[src/rtl/conv_output_streamer.sv]
// conv_output_streamer: buffers PE output pixels in a small FIFO and
// emits one output-channel image as an AXI4-Stream master burst.
module conv_output_streamer #(
  parameter int DATA_WIDTH = 32,
  parameter int FIFO_DEPTH = 16
) (
  input  logic                  clk,
  input  logic                  Reset,
  input  logic                  Start,
  input  logic [7:0]            IMAGE_SIZE,
  input  logic                  PE_out_valid,
  input  logic [DATA_WIDTH-1:0] PE_out_data,
  output logic                  PE_out_ready,
  input  logic                  m_axis_tready,
  output logic                  m_axis_tvalid,
  output logic [DATA_WIDTH-1:0] m_axis_tdata,
  output logic                  m_axis_tlast,
  output logic                  Done_row_out,
  output logic                  Done_stream,
  output logic                  Streamer_IDLE
);

  localparam int AW = $clog2(FIFO_DEPTH);
  localparam logic [AW:0] FULL = (AW+1)'(FIFO_DEPTH);

  typedef enum logic [1:0] {
    S_Idle,
    S_Stream,
    S_Done
  } state_t;

  state_t state, state_n;

  logic [7:0]            size_q;
  logic [14:0]           total_q;
  logic [14:0]           total_n;
  logic [14:0]           in_cnt;
  logic [14:0]           out_cnt;
  logic [7:0]            col_cnt;
  logic [AW:0]           fifo_cnt;
  logic [AW-1:0]         wr_ptr;
  logic [AW-1:0]         rd_ptr;
  logic [DATA_WIDTH-1:0] mem [FIFO_DEPTH];

  logic streaming;
  logic arm;
  logic wr_en;
  logic rd_en;
  logic last_beat;
  logic row_end;

  assign total_n   = 15'(IMAGE_SIZE) * 15'(IMAGE_SIZE);
  assign streaming = (state == S_Stream);
  assign arm       = (state == S_Idle) && Start;

  // Ready looks only at registered occupancy, so a full FIFO stays
  // closed for the cycle in which it is drained.
  assign PE_out_ready  = streaming && (fifo_cnt != FULL)
                       && (in_cnt != total_q);
  assign m_axis_tvalid = streaming && (fifo_cnt != '0);
  assign m_axis_tdata  = m_axis_tvalid ? mem[rd_ptr] : '0;

  assign wr_en     = PE_out_valid && PE_out_ready;
  assign rd_en     = m_axis_tvalid && m_axis_tready;
  assign last_beat = (out_cnt == total_q - 15'd1);
  assign row_end   = (col_cnt == size_q - 8'd1);

  assign m_axis_tlast  = m_axis_tvalid && last_beat;
  assign Done_row_out  = rd_en && row_end;
  assign Done_stream   = (state == S_Done);
  assign Streamer_IDLE = (state == S_Idle);

  always_comb begin
    state_n = state;
    unique case (state)
      S_Idle:   if (Start) state_n = S_Stream;
      S_Stream: if (rd_en && last_beat) state_n = S_Done;
      S_Done:   state_n = S_Idle;
      default:  state_n = S_Idle;
    endcase
  end

  always_ff @(posedge clk or posedge Reset) begin
    if (Reset) begin
      state    <= S_Idle;
      size_q   <= '0;
      total_q  <= '0;
      in_cnt   <= '0;
      out_cnt  <= '0;
      col_cnt  <= '0;
      fifo_cnt <= '0;
      wr_ptr   <= '0;
      rd_ptr   <= '0;
    end else begin
      state <= state_n;
      if (arm) begin
        size_q   <= IMAGE_SIZE;
        total_q  <= total_n;
        in_cnt   <= '0;
        out_cnt  <= '0;
        col_cnt  <= '0;
        fifo_cnt <= '0;
        wr_ptr   <= '0;
        rd_ptr   <= '0;
      end else begin
        if (wr_en) begin
          wr_ptr <= wr_ptr + 1'b1;
          in_cnt <= in_cnt + 15'd1;
        end
        if (rd_en) begin
          rd_ptr  <= rd_ptr + 1'b1;
          out_cnt <= out_cnt + 15'd1;
          col_cnt <= row_end ? 8'd0 : col_cnt + 8'd1;
        end
        case ({wr_en, rd_en})
          2'b10:   fifo_cnt <= fifo_cnt + 1'b1;
          2'b01:   fifo_cnt <= fifo_cnt - 1'b1;
          default: fifo_cnt <= fifo_cnt;
        endcase
      end
    end
  end

  // Storage needs no reset: the read side is gated by fifo_cnt.
  always_ff @(posedge clk) begin
    if (wr_en) mem[wr_ptr] <= PE_out_data;
  end

endmodule

[config.mk]
export PLATFORM = sky130hd
export DESIGN_NAME = conv_output_streamer
export DESIGN_NICKNAME = d
export VERILOG_FILES = /design/src/rtl/conv_output_streamer.sv
export SDC_FILE = /design/constraint.sdc
export NUM_CORES = 1
export LEC_CHECK = 0
export BUFFER_PORTS_ARGS = -buffer_cell sky130_fd_sc_hd__buf_2
export CAP_MARGIN = 20
export CORE_ASPECT_RATIO = 1.1
export CORE_UTILIZATION = 55
export DETAILED_ROUTE_END_ITERATION = 12
export PLACE_DENSITY = 0.72
export SYNTH_ARGS = -nofsm -noshare
export SYNTH_HDL_FRONTEND = slang
export SYNTH_SLANG_ARGS = --single-unit
export TNS_END_PERCENT = 50
[constraint.sdc]
create_clock -name clk -period 10.2 [get_ports clk]
set_input_delay 1.53 -clock clk [delete_from_list [all_inputs] [get_ports clk]]
set_output_delay 1.53 -clock clk [all_outputs]
set_load 0.05 [all_outputs]
-- Word level (Yosys, flattened, before mapping)
Memory sizes are Yosys's and may differ from the RTL's.
Cells that the tools add are included.
- add/subtract/negate cells: 9
- $mul: 1
- equal/unequal tests: 10
- multiplexer cells: 19
- reduce and logical (&&, ||, !) cells: 15
- operator list (operator ; count):
    15-bit 2-to-1 mux ; 4
    32-bit 2-to-1 mux ; 1
    15-bit by 1-bit adder with 15-bit output, second input constant ; 2
    8-bit 2-to-1 mux ; 3
    4-bit 2-to-1 mux ; 4
    15-bit equality test ; 1
    8-bit by 8-bit multiplier with 15-bit output ; 1
    15-bit inequality test ; 1
    15-bit by 1-bit subtractor with 15-bit output, second input constant ; 1
    5-bit one-hot mux with 2 select lines ; 1
    1-bit logical AND ; 9
    4-bit by 1-bit adder with 4-bit output, second input constant ; 2
    8-bit by 1-bit adder with 8-bit output, second input constant ; 1
    8-bit equality test ; 1
    8-bit by 1-bit subtractor with 8-bit output, second input constant ; 1
    5-bit by 1-bit adder with 5-bit output, second input constant ; 1
    5-bit 2-to-1 mux ; 1
    5-bit inequality test, second input constant ; 1
    5-bit nonzero test ; 1
    5-bit by 1-bit subtractor with 5-bit output, second input constant ; 1
    2-bit by 1-bit equality test with 1-bit output, second input constant ; 2
    2-bit equality test, second input constant ; 2
    2-bit 2-to-1 mux ; 2
    2-bit one-hot mux with 2 select lines ; 1
    other kinds (7) ; 9
- bits in registers: 76
- memory bits (writable): 512
- input bits: 45
- output and inout bits: 38
- logic and storage cells: 64
- memories kept: 1
- memory list (name ; depth ; bits a word ; rd ports ; clocked after Yosys merged registers in ; write ports ; line ; text):
    mem ; 16 ; 32 ; 1 ; 0 ; 1 ; 43 ; logic [DATA_WIDTH-1:0] mem [FIFO_DEPTH];

-- Logic depth before layout (Yosys ltp)
Gate-level depths: netlist of run 1.
- depth after elaboration: 7
- gate-level depth with buffers: 18
- gate-level depth less buffers: 17

-- Worst setup path after synthesis of run 1
Ideal clock, no wire load.
- kind: input to register
- start: input PE_out_valid
- end: memory mem[2][0] (enable)
- library setup time: 0.513 ns
- data arrival time: 5.337 ns
- data required time: 9.687 ns
- slack: 4.350 ns
- stages on the path: 4
- path buffers: 2
- cell sequence: nand4_1 -> buf_2 -> buf_2 -> nor4b_1
- word-level cells in the longest chain between the ends: 3
- RTL lines (element ; line ; text):
    start: declaration ; 11 ; input logic PE_out_valid,
    1-bit logical AND ; 63 ; assign wr_en = PE_out_valid && PE_out_ready;
    1-bit 2-to-1 mux ; 126 ; if (wr_en) mem[wr_ptr] <= PE_out_data;
    1-bit 2-to-1 mux (not written as such) ; 126 ;
    end: declaration ; 43 ;
Every way passes these cells.

-- Final worst setup path of run 1
- start: register rd_ptr[2]
- end: output m_axis_tdata[15]
- word-level cells in the longest chain between the ends: 2
- RTL lines (element ; line ; text):
    start: declaration ; 42 ; logic [AW-1:0] rd_ptr;
    start signal: assignment ; 111 ; rd_ptr <= rd_ptr + 1'b1;
    memory 16 x 32 bit ; n/a ;
    32-bit 2-to-1 mux ; 61 ; assign m_axis_tdata = m_axis_tvalid ? mem[rd_ptr] : '0;
    end: declaration ; 16 ; output logic [DATA_WIDTH-1:0] m_axis_tdata,
Every way passes these cells.

==> metrics, run 1 <==
final hold vios=0; Fmax achieved=around 0.17 GHz; most frequent cell after synthesis=edfxtp_1; IO Pins=83; Detailed Place HPWL=29400 um; GP Congestion=0.830; post-synth top area cell=edfxtp_1; total routed wirelength=52900 um; post-route ant nets=0; Gate power share=36.5%; worst path required time=8.67 ns; CP max-delay cell=dfrtp_4; Worst-Margin Slew=0.960 ns; first-pass GRT wire length=80100 um; shortest period the worst path allows=about 5.7 ns; fin cells=about 2200; Synth Area in XOR/XNOR=approximately 3.0%; Final Skew=0.0266 ns; number of port buffers=82; placed cell count=around 2100; RSZ-0062 raised after global routing=no; total CTS buffers=58; post_cts resized=0; max-cap violations=0; Synth area leaders=edfxtp_1, mux4_2, dfrtp_1, ha_1, fa_1; post-synth top area share=60.5%; clock root buffer master=clkbuf_16; Final setup viols=0; #FFs+latches synth=586; Cell Pwr Density=290 nW/um^2; syn_area_per_cell=17.8 sq um; CTS tree=done; cell count after synthesis=1427; Top delay family on crit path=buffers and inverters; post-synthesis mux area share=14.3%; Seq pwr share=38.1%; htree depth=2; syn_nets=between 1500 and 2000; initial antenna violation count=4; Distinct cells, synth=64; critical-path maximum fanout=45; Setup CP Type=reg -> out; post-synthesis sequential area ratio=67.8%; layout cells sized above 1=25.3%; Die Y=227 um; vias in the first global route=13400; Remaining DRCs=0; ys async rst share=12.6%; dominant synthesized flop cell=edfxtp_1; Ys Warns=0; outcome=finished clean; Worst Setup End Kind=primary output; CP arrival=4.20 ns; Post CTS Setup Buffer Count=0; HP Class=reg -> reg; starting density of the core=55.8%; largest family of logic cells by synthesized area=multiplexers; clock transition at the registers of the reported paths=0.06 ns; vias per cell=around 6; core area=45600 sq um; Commonest cells post-synth=edfxtp_1, mux4_2, dfrtp_1; Mapped Area=25400 sq um; LEAKAGE=0.0100 uW; fin crit share=~56%; Synth Area in Compound Gates=2.35%; Max clock buf depth=3; CP cell instances=buf_4, buf_4, mux4_2, mux4_2, and2_1, buf_2; Hold Buf Count CTS=0; Congestion Overflow GR=0; initial DRC count=around 1300; internal cell power=5320 uW; area grow syn2layout=12.2%; worst rel slew slack=36.0%; number of flops mapped to enable cells by yosys=512; CP peak stage delay=~0.85 ns; Die Footprint=47000 sq um; Cell Rows=82; worst path bufs/invs=3; First-pass DRT Iterations=9; Vias=13200; Skew-Pair Late Insertion Delay=0.62 ns; Nets=1650; setup tns final=0 ns; Clock Sink Count=586; Switching Share=35.6%; CP Launch Type=flip-flop; DR WL/cell=24.4 um; Overall Global Routing Usage=between 20% and 30%; chip width=between 200 and 250 um; Adder-Cell Fraction of Synth Area=4.12%; simple-gate share of the synthesized area=under 10%; Switch Pwr=between 2000 and 3000 uW; Final Max Slew Viols=0; Clk pwr share=25.4%; largest net degree at the start of global routing=105; Peak VDD IR=0.236 mV
-- worst reg2reg max path, stage by stage, from the launching register on --
cell and delay [ns]:
dfrtp_1 0.44, nor4_1 0.79, a21oi_4 0.10, buf_4 0.33, nand2_1 0.49, a21oi_1 0.21
fa_1 0.45, a21o_1 0.17, a21o_1 0.18, or2_2 0.28, o211a_1 0.13, a21o_1 0.15
a22o_1 0.18
-- through the flow --
| step | power [uW] | util [%] | hold slack (ns) | setup slack (ns) | cell area [sq um] |
|---|---|---|---|---|---|
| after floorplan | 5460 | - | 0.465 | 4.35 | 25400 |
| after global placement | 6200 | 58.4 | 0.489 | 4.36 | 26600 |
| after detailed placement | 6240 | 58.4 | 0.500 | 4.31 | 26600 |
| after CTS | 8350 | 62.6 | 0.514 | 4.42 | 28500 |
| after global routing | 8650 | 62.6 | 0.542 | 4.32 | 28500 |
| final | 8260 | 62.6 | 0.506 | 4.47 | 28500 |
-- kinds of logic after synthesis --
| kind of cell | count (synthesis) |
|---|---|
| mux | 162 |
| compound gates | 91 |
| simple gates | 306 |
| buf+inv | 126 |
| xor+xnor | 88 |
| flops | 586 |
| fa+ha+maj | 68 |
-- cell type report --
cell class / instances / area (sq um)
diodes: 1 / 2.50
clock buffers: 68 / 1510
clock inverters: 37 / 365
fillers: 3243 / 17100
inverters: 60 / 225
multi-input cells: 715 / 7740
flip-flops and latches: 586 / 17200
well taps: 588 / 736
repair buffers: 116 / 678
-- power by group through the flow --
| stage | registers (uW) | logic, uW | clock network (uW) |
|---|---|---|---|
| finish | 3150 | 3020 | 2090 |
| floorplan | 3050 | 2400 | 0 |
| global route | 3180 | 3240 | 2230 |
| global placement | 3180 | 3020 | 0 |
| detailed placement | 3200 | 3040 | 0 |
| CTS | 3150 | 3060 | 2130 |
-- placed cells by master, fill, tap and decap left out, drive strengths merged, types with 3 or more instances in the layout --
cell      count
clkbuf       68
and2         59
o211ai        3
o21ai        38
nor2         62
and3         13
o31ai         6
edfxtp      512
nor4         16
buf         116
xor2         40
a21oi        11
fa           26
nor3         15
nand4        14
a211oi        4
nor3b         5
nand2        69
or4           4
dfrtp        74
nor4b         4
inv          64
mux4        160
nand3        19
ha           42
a22o          6
bufinv        6
xnor2        48
clkinv       23
clkinvlp      4
or2           5
a21o          7
nand2b        3
nor2b         8
or3           3
a31oi         3
-- per-layer routing --
layer	track usage, %	up-vias	part of all wire, %
li1	-	5776	-
met1	31.7	6868	40
met2	38.9	427	51
met3	4.28	101	6.0
met4	7.11	6	2.4
met5	0	-	0.066
-- flip-flops by register name, indices dropped and copies added, names as in the netlist --
register and cells:
wr_ptr 4, rd_ptr 4, in_cnt 15, state 2, fifo_cnt 5, col_cnt 8, mem 512, size_q 8
out_cnt 15, total_q 13
-- worst paths after layout --
| kind | from | to | slack, ns | cells past startpoint |
|---|---|---|---|---|
| setup / recovery | rd_ptr[2] | m_axis_tdata[15] | 4.47 | 6 |
| hold / removal | size_q[7] | size_q[7] | 0.51 | 2 |
| setup reg to reg | fifo_cnt[1] | fifo_cnt[4] | 6.16 | 12 |
| hold reg to reg | size_q[7] | size_q[7] | 0.51 | 2 |
| max in group asynchronous | Reset | rd_ptr[0] | 8.27 | 3 |
| min in group asynchronous | Reset | size_q[6] | 1.21 | 3 |
(Power assumes the default switching activity.)
==> inputs of run 2 (changes only) <==
- clock period: 10.2 -> 5.9 ns (I/O delays scaled with it)
==> run 2 against run 1 <==
Effect of this change:
- the run now ends with design-rule violations left
- clock skew decreased by 0.0059 ns
- critical path depth increased by 11
- highest routed layer unchanged
- critical path type is now in -> reg
- sequential share of layout area decreased by 0.11 points
==> metrics, run 2 (same netlist as run 1, synthesis figures left out) <==
number of port buffers=82 (unchanged); most used cell, CP=fa_1; worst path bufs/invs=4 (+1); Top delay family on crit path=adder cells; layout cells sized above 1=25.1% (-0.16 points); GP Congestion=0.811 (-2.3%); first-pass GRT wire length=80500 um (+0.40%); Cell Rows=82 (unchanged); area grow syn2layout=12.4%; CTS tree=done; Die Y=227 um (unchanged); total routed wirelength=53000 um (+0.16%); vias per cell=6.03 (-0.68%); vias in the first global route=13500 (+0.45%); Final Max Slew Viols=0 (unchanged); htree depth=2 (unchanged); First-pass DRT Iterations=11 (+2); total CTS buffers=57 (-1.7%); Post CTS Setup Buffer Count=0 (unchanged); Core Util, Final=62.7% (+0.12 points); Final setup viols=0 (unchanged); most frequent cells in the layout=edfxtp_1, mux4_2, buf_2; critical-path maximum fanout=9 (-80%); shortest period the worst path allows=4.59 ns; HP Class=in -> async; LEAKAGE=0.0100 uW (+0.27%); Worst-Margin Slew=1.03 ns (+0.0708 ns); most flop-heavy register=mem; initial DRC count=1223 (-4.2%); initial antenna violation count=4 (unchanged); post-route ant nets=0 (unchanged); placed cell count=2071 (+0.29%); Die Footprint=47000 sq um (unchanged); CP max-delay cell=fa_1; fin crit share=77.8%; Final Skew=0.0207 ns (-0.00587 ns); max-cap violations=0 (unchanged); Max clock buf depth=3 (unchanged); Largest regs=mem: 512 flops, in_cnt: 15 flops, out_cnt: 15 flops; worst rel slew slack=31.3% (-4.7 points); CP cell instances=buf_2, inv_1, nor2_1, fa_1, fa_1, inv_1, fa_1, fa_1, inv_1, ha_1, o21ai_0, nor2_1, a2111oi_0, nor2_1, o31ai_1, xnor2_1, o21ai_0; number of flip-flops in the largest register=512 (unchanged); Cell Pwr Density=502 nW/um^2 (+73%); clock root buffer master=clkbuf_16; starting density of the core=55.8% (unchanged); Nets=1655 (+0.30%); core area=45600 sq um (unchanged); CP arrival=5.03 ns (+0.83 ns); Clock Sink Count=586 (unchanged); Hold Buf Count CTS=0 (unchanged); Fmax achieved=between 0.2 and 0.25 GHz; setup tns final=0 ns (unchanged); IO Pins=83 (unchanged); RSZ-0062 raised after global routing=no; clock transition at the registers of the reported paths=0.06 ns (about the same); Worst Setup End Kind=flip-flop; final hold vios=0 (unchanged); Overall Global Routing Usage=23.6% (+0.14 points); Remaining DRCs=3 (+3); DR WL/cell=24.3 um (-0.12%); Skew-Pair Late Insertion Delay=0.62 ns (about the same); chip width=207 um (unchanged); fin cells=2177 (+0.28%); Congestion Overflow GR=0 (unchanged); outcome=finished with violations; CP peak stage delay=0.54 ns (-0.31 ns); failing checks=design-rule violations; Setup CP Type=in -> reg; Detailed Place HPWL=30600 um (+3.8%); CP Launch Type=input pin; largest net degree at the start of global routing=57 (-46%); post_cts resized=0 (unchanged); Vias=13100 (-0.40%); worst path required time=6.34 ns (-2.33 ns); Peak VDD IR=0.470 mV (+99%); commonest non-fill, non-tap cell in the layout=edfxtp_1
## run 2: area by class of cell
cell class	instances	area, sq um
antenna	1	2.50
clock buffer	76	1520
clock inverter	29	352
fill	3239	17000
inverter	60	225
multi-input combinational	715	7740
sequential	586	17200
tap	588	736
timing repair buffer	122	736
## run 2: worst reg2reg max path: stages, from the launching register on
cell     delay, ns
dfrtp_1       0.43
nor4_1        0.80
a21oi_4       0.10
buf_4         0.33
nand2_1       0.15
buf_4         0.21
a21oi_1       0.14
fa_1          0.45
a21o_1        0.17
a21o_1        0.18
or2_2         0.28
o211a_1       0.13
a21o_1        0.14
a22o_1        0.17
## run 2: where the power goes
part | switching, uW | total, uW | internal, uW | leakage (uW)
Clock | 1500 | 3650 | 2150 | 0.000901
Sequential | 552 | 5560 | 5000 | 0.00558
Combinational | 3010 | 5130 | 2120 | 0.00355
Total | 5060 | 14300 | 9280 | 0.0100
## run 2: final timing paths
path                               start           to  slack [ns]  cells past startpoint
max                        IMAGE_SIZE[5]  total_q[14]        1.31                     17
min                                Reset    size_q[5]        0.43                      2
min in group clk               size_q[7]    size_q[7]        0.50                      2
max in group asynchronous          Reset    rd_ptr[2]        4.47                      3
max reg2reg                  fifo_cnt[1]  fifo_cnt[4]        2.11                     13
min reg2reg                    size_q[7]    size_q[7]        0.50                      2
## run 2: routing by layer
metal / vias up / part of all wire (%) / track usage (%)
met5: - / 0.077 / 0
met4: 6 / 2.2 / 6.78
met3: 95 / 5.7 / 3.46
met2: 376 / 51 / 39.6
met1: 6866 / 41 / 32.2
li1: 5782 / - / -
## run 2: metrics by stage
stage                     worst slack, ns  total power, uW  hold slack (ns)  area (sq um)
after floorplan                     0.695             9440            0.465         25400
after detailed placement            0.663            10800            0.495         26700
after CTS                            1.29            14500            0.456         28500
after global routing                0.986            15000            0.521         28500
final                                1.31            14300            0.434         28500
after global placement              0.699            10800            0.488         26700
==> inputs of run 3 (changes only) <==
- clock period: 5.9 -> 4.26 ns (I/O delays scaled with it)
==> run 3 against run 2 <==
Effect of this change:
- the run still ends with design-rule violations left
- via count rose by 1.6%
- clock skew rose by 0.011 ns
- final cell count rose by 2.1%
- combinational power rose by 45%
- sequential power rose by 37%
- design area rose by 1.7%
- setup slack got worse by 1.1 ns
- clock-buffer cell count fell by 7
- routed wire length rose by 1.2%
- utilization rose by 1.1 points
- global-route usage rose by 0.093 points
- first-iteration DRC count fell by 5.2%
- critical path type unchanged
==> metrics, run 3 (same netlist as run 1, synthesis figures left out) <==
post-route ant nets=0 (unchanged); Fmax achieved=0.245 GHz; initial DRC count=1159 (-5.2%); largest net degree at the start of global routing=51 (-11%); HP Class=in -> async; Worst-Margin Slew=0.922 ns (-0.108 ns); final hold vios=0 (unchanged); Top delay family on crit path=adder cells; vias in the first global route=13700 (+1.5%); most flop-heavy register=mem; internal cell power=12700 uW (+37%); number of port buffers=82 (unchanged); setup tns final=0 ns (unchanged); RSZ-0062 raised after global routing=yes; clock transition at the registers of the reported paths=0.06 ns (about the same); CP Launch Type=input pin; Cell Rows=82 (unchanged); Overall Global Routing Usage=23.6% (+0.093 points); CTS tree=done; total CTS buffers=57 (unchanged); Largest regs=mem: 512 flops, in_cnt: 15 flops, out_cnt: 15 flops; Cell Pwr Density=685 nW/um^2 (+36%); placed cell count=2113 (+2.0%); CP peak stage delay=0.58 ns (+0.04 ns); Die Footprint=47000 sq um (unchanged); Nets=1699 (+2.7%); worst reg-to-reg setup slack=0.79 ns (-1.32 ns); Switch Pwr=7150 uW (+41%); shortest period the worst path allows=4.08 ns; fin crit share=95.7%; fill cell count=3167 (-2.2%); first-pass GRT wire length=81200 um (+0.87%); Peak VDD IR=0.571 mV (+21%); vias per cell=6.00 (-0.49%); number of flip-flops in the largest register=512 (unchanged); reg2reg start=total_q[3]; core area=45600 sq um (unchanged); max-cap violations=0 (unchanged); total routed wirelength=53700 um (+1.2%); Final Skew=0.0319 ns (+0.0112 ns); critical-path maximum fanout=6 (-3); area grow syn2layout=14.3%; worst reg2reg path depth=12 (-1); LEAKAGE=0.0103 uW (+2.4%); n_diodes=0 (-1); CP cell instances=buf_2, and2_1, ha_1, or2_2, fa_1, fa_1, fa_1, ha_1, buf_4, nand3_1, a31oi_1, or4_1, a31o_2, xnor2_1, o21ai_0; Switching Share=35.9% (+0.64 points); Clock Sink Count=586 (unchanged); htree depth=2 (unchanged); most frequent cells in the layout=edfxtp_1, mux4_2, buf_2; IO Pins=83 (unchanged); Vias=13300 (+1.6%); failing checks=design-rule violations; total power=19900 uW (+39%); GP Congestion=0.825 (+1.7%); clock root buffer master=clkbuf_16; Remaining DRCs=1 (-2); starting density of the core=55.8% (unchanged); Clk pwr share=24.2% (-1.3 points); Congestion Overflow GR=0 (unchanged); Worst Setup End Kind=flip-flop; Final setup viols=0 (unchanged); Seq pwr share=38.4% (-0.3 points); chip width=207 um (unchanged); Die Y=227 um (unchanged); commonest non-fill, non-tap cell in the layout=edfxtp_1; Max clock buf depth=3 (unchanged); Final Max Slew Viols=0 (unchanged); Core Util, Final=63.8% (+1.1 points); DR WL/cell=24.2 um (-0.80%); CP max-delay cell=fa_1; outcome=finished with violations; most used cell, CP=fa_1; Gate power share=37.4% (+1.6 points); First-pass DRT Iterations=11 (unchanged); worst path bufs/invs=2 (-2); CP arrival=4.53 ns (-0.50 ns); Detailed Place HPWL=31500 um (+3.0%); initial antenna violation count=2 (-2); Worst R2R End=fifo_cnt[4]; fin cells=2222 (+2.1%); worst path required time=4.71 ns (-1.63 ns); Setup CP Type=in -> reg; layout cells sized above 1=28.2% (+3.0 points); Skew-Pair Late Insertion Delay=0.62 ns (about the same); worst rel slew slack=38.5% (+7.2 points)
[run 3: cell count changes in the layout (fill, tap and decap cells not counted), moves of 7 or more]
cell / delta
buf_4: +33
buf_12: +10
clkinv_1: +8
clkbuf_1: -7
[run 3: final cells by class]
cell class / instances / area [sq um] / area share, %
clock inverters: 38 / 300 / 1.03
well taps: 588 / 736 / 2.53
repair buffers: 166 / 1230 / 4.23
clock buffers: 69 / 1490 / 5.14
inverters: 60 / 230 / 0.793
flip-flops and latches: 586 / 17200 / 59.3
multi-input cells: 715 / 7820 / 26.9
[run 3: metal layers]
layer / vias to the layer above / routed length (um) / global-route usage (%)
li1: 5877 / - / -
met1: 6938 / 22100 / 32.8
met2: 441 / 27400 / 39.5
met3: 73 / 3260 / 3.65
met4: 2 / 905 / 5.91
met5: - / 13 / 0
[run 3: through the flow]
step	instance area, sq um	hold slack (ns)	setup WS [ns]
2_1_floorplan	25400	0.465	-0.595
3_3_place_gp	27100	0.492	-0.536
3_5_place_dp	27100	0.503	-0.611
4_1_cts	28900	0.123	0.0116
5_1_grt	29000	0.180	-0.00990
6_report	29000	0.124	0.181
[run 3: worst max-delay path by stage]
stage | startpoint | end | slack, ns | cells after the start
floorplan | total_q[5] | mem[1][0] | -0.60 | 8
global placement | IMAGE_SIZE[5] | total_q[14] | -0.54 | 18
detailed placement | IMAGE_SIZE[5] | total_q[14] | -0.61 | 18
CTS | IMAGE_SIZE[5] | total_q[14] | 0.01 | 18
global route | IMAGE_SIZE[5] | total_q[14] | -0.01 | 18
finish | IMAGE_SIZE[4] | total_q[13] | 0.18 | 15
[run 3: timing repair]
action                                  in CTS  in global routing
buffers inserted                             0                  1
hold buffers                                 0                  0
endpoints found under the setup margin       0                  3
resized for setup                            0                 35
[run 3: power by group through the flow]
stage	registers [uW]	clock network, uW	logic [uW]
after global routing	7720	5110	7990
after floorplan	7310	0	5760
final	7640	4820	7440
after detailed placement	7750	0	7390
after CTS	7650	4880	7430
after global placement	7710	0	7290
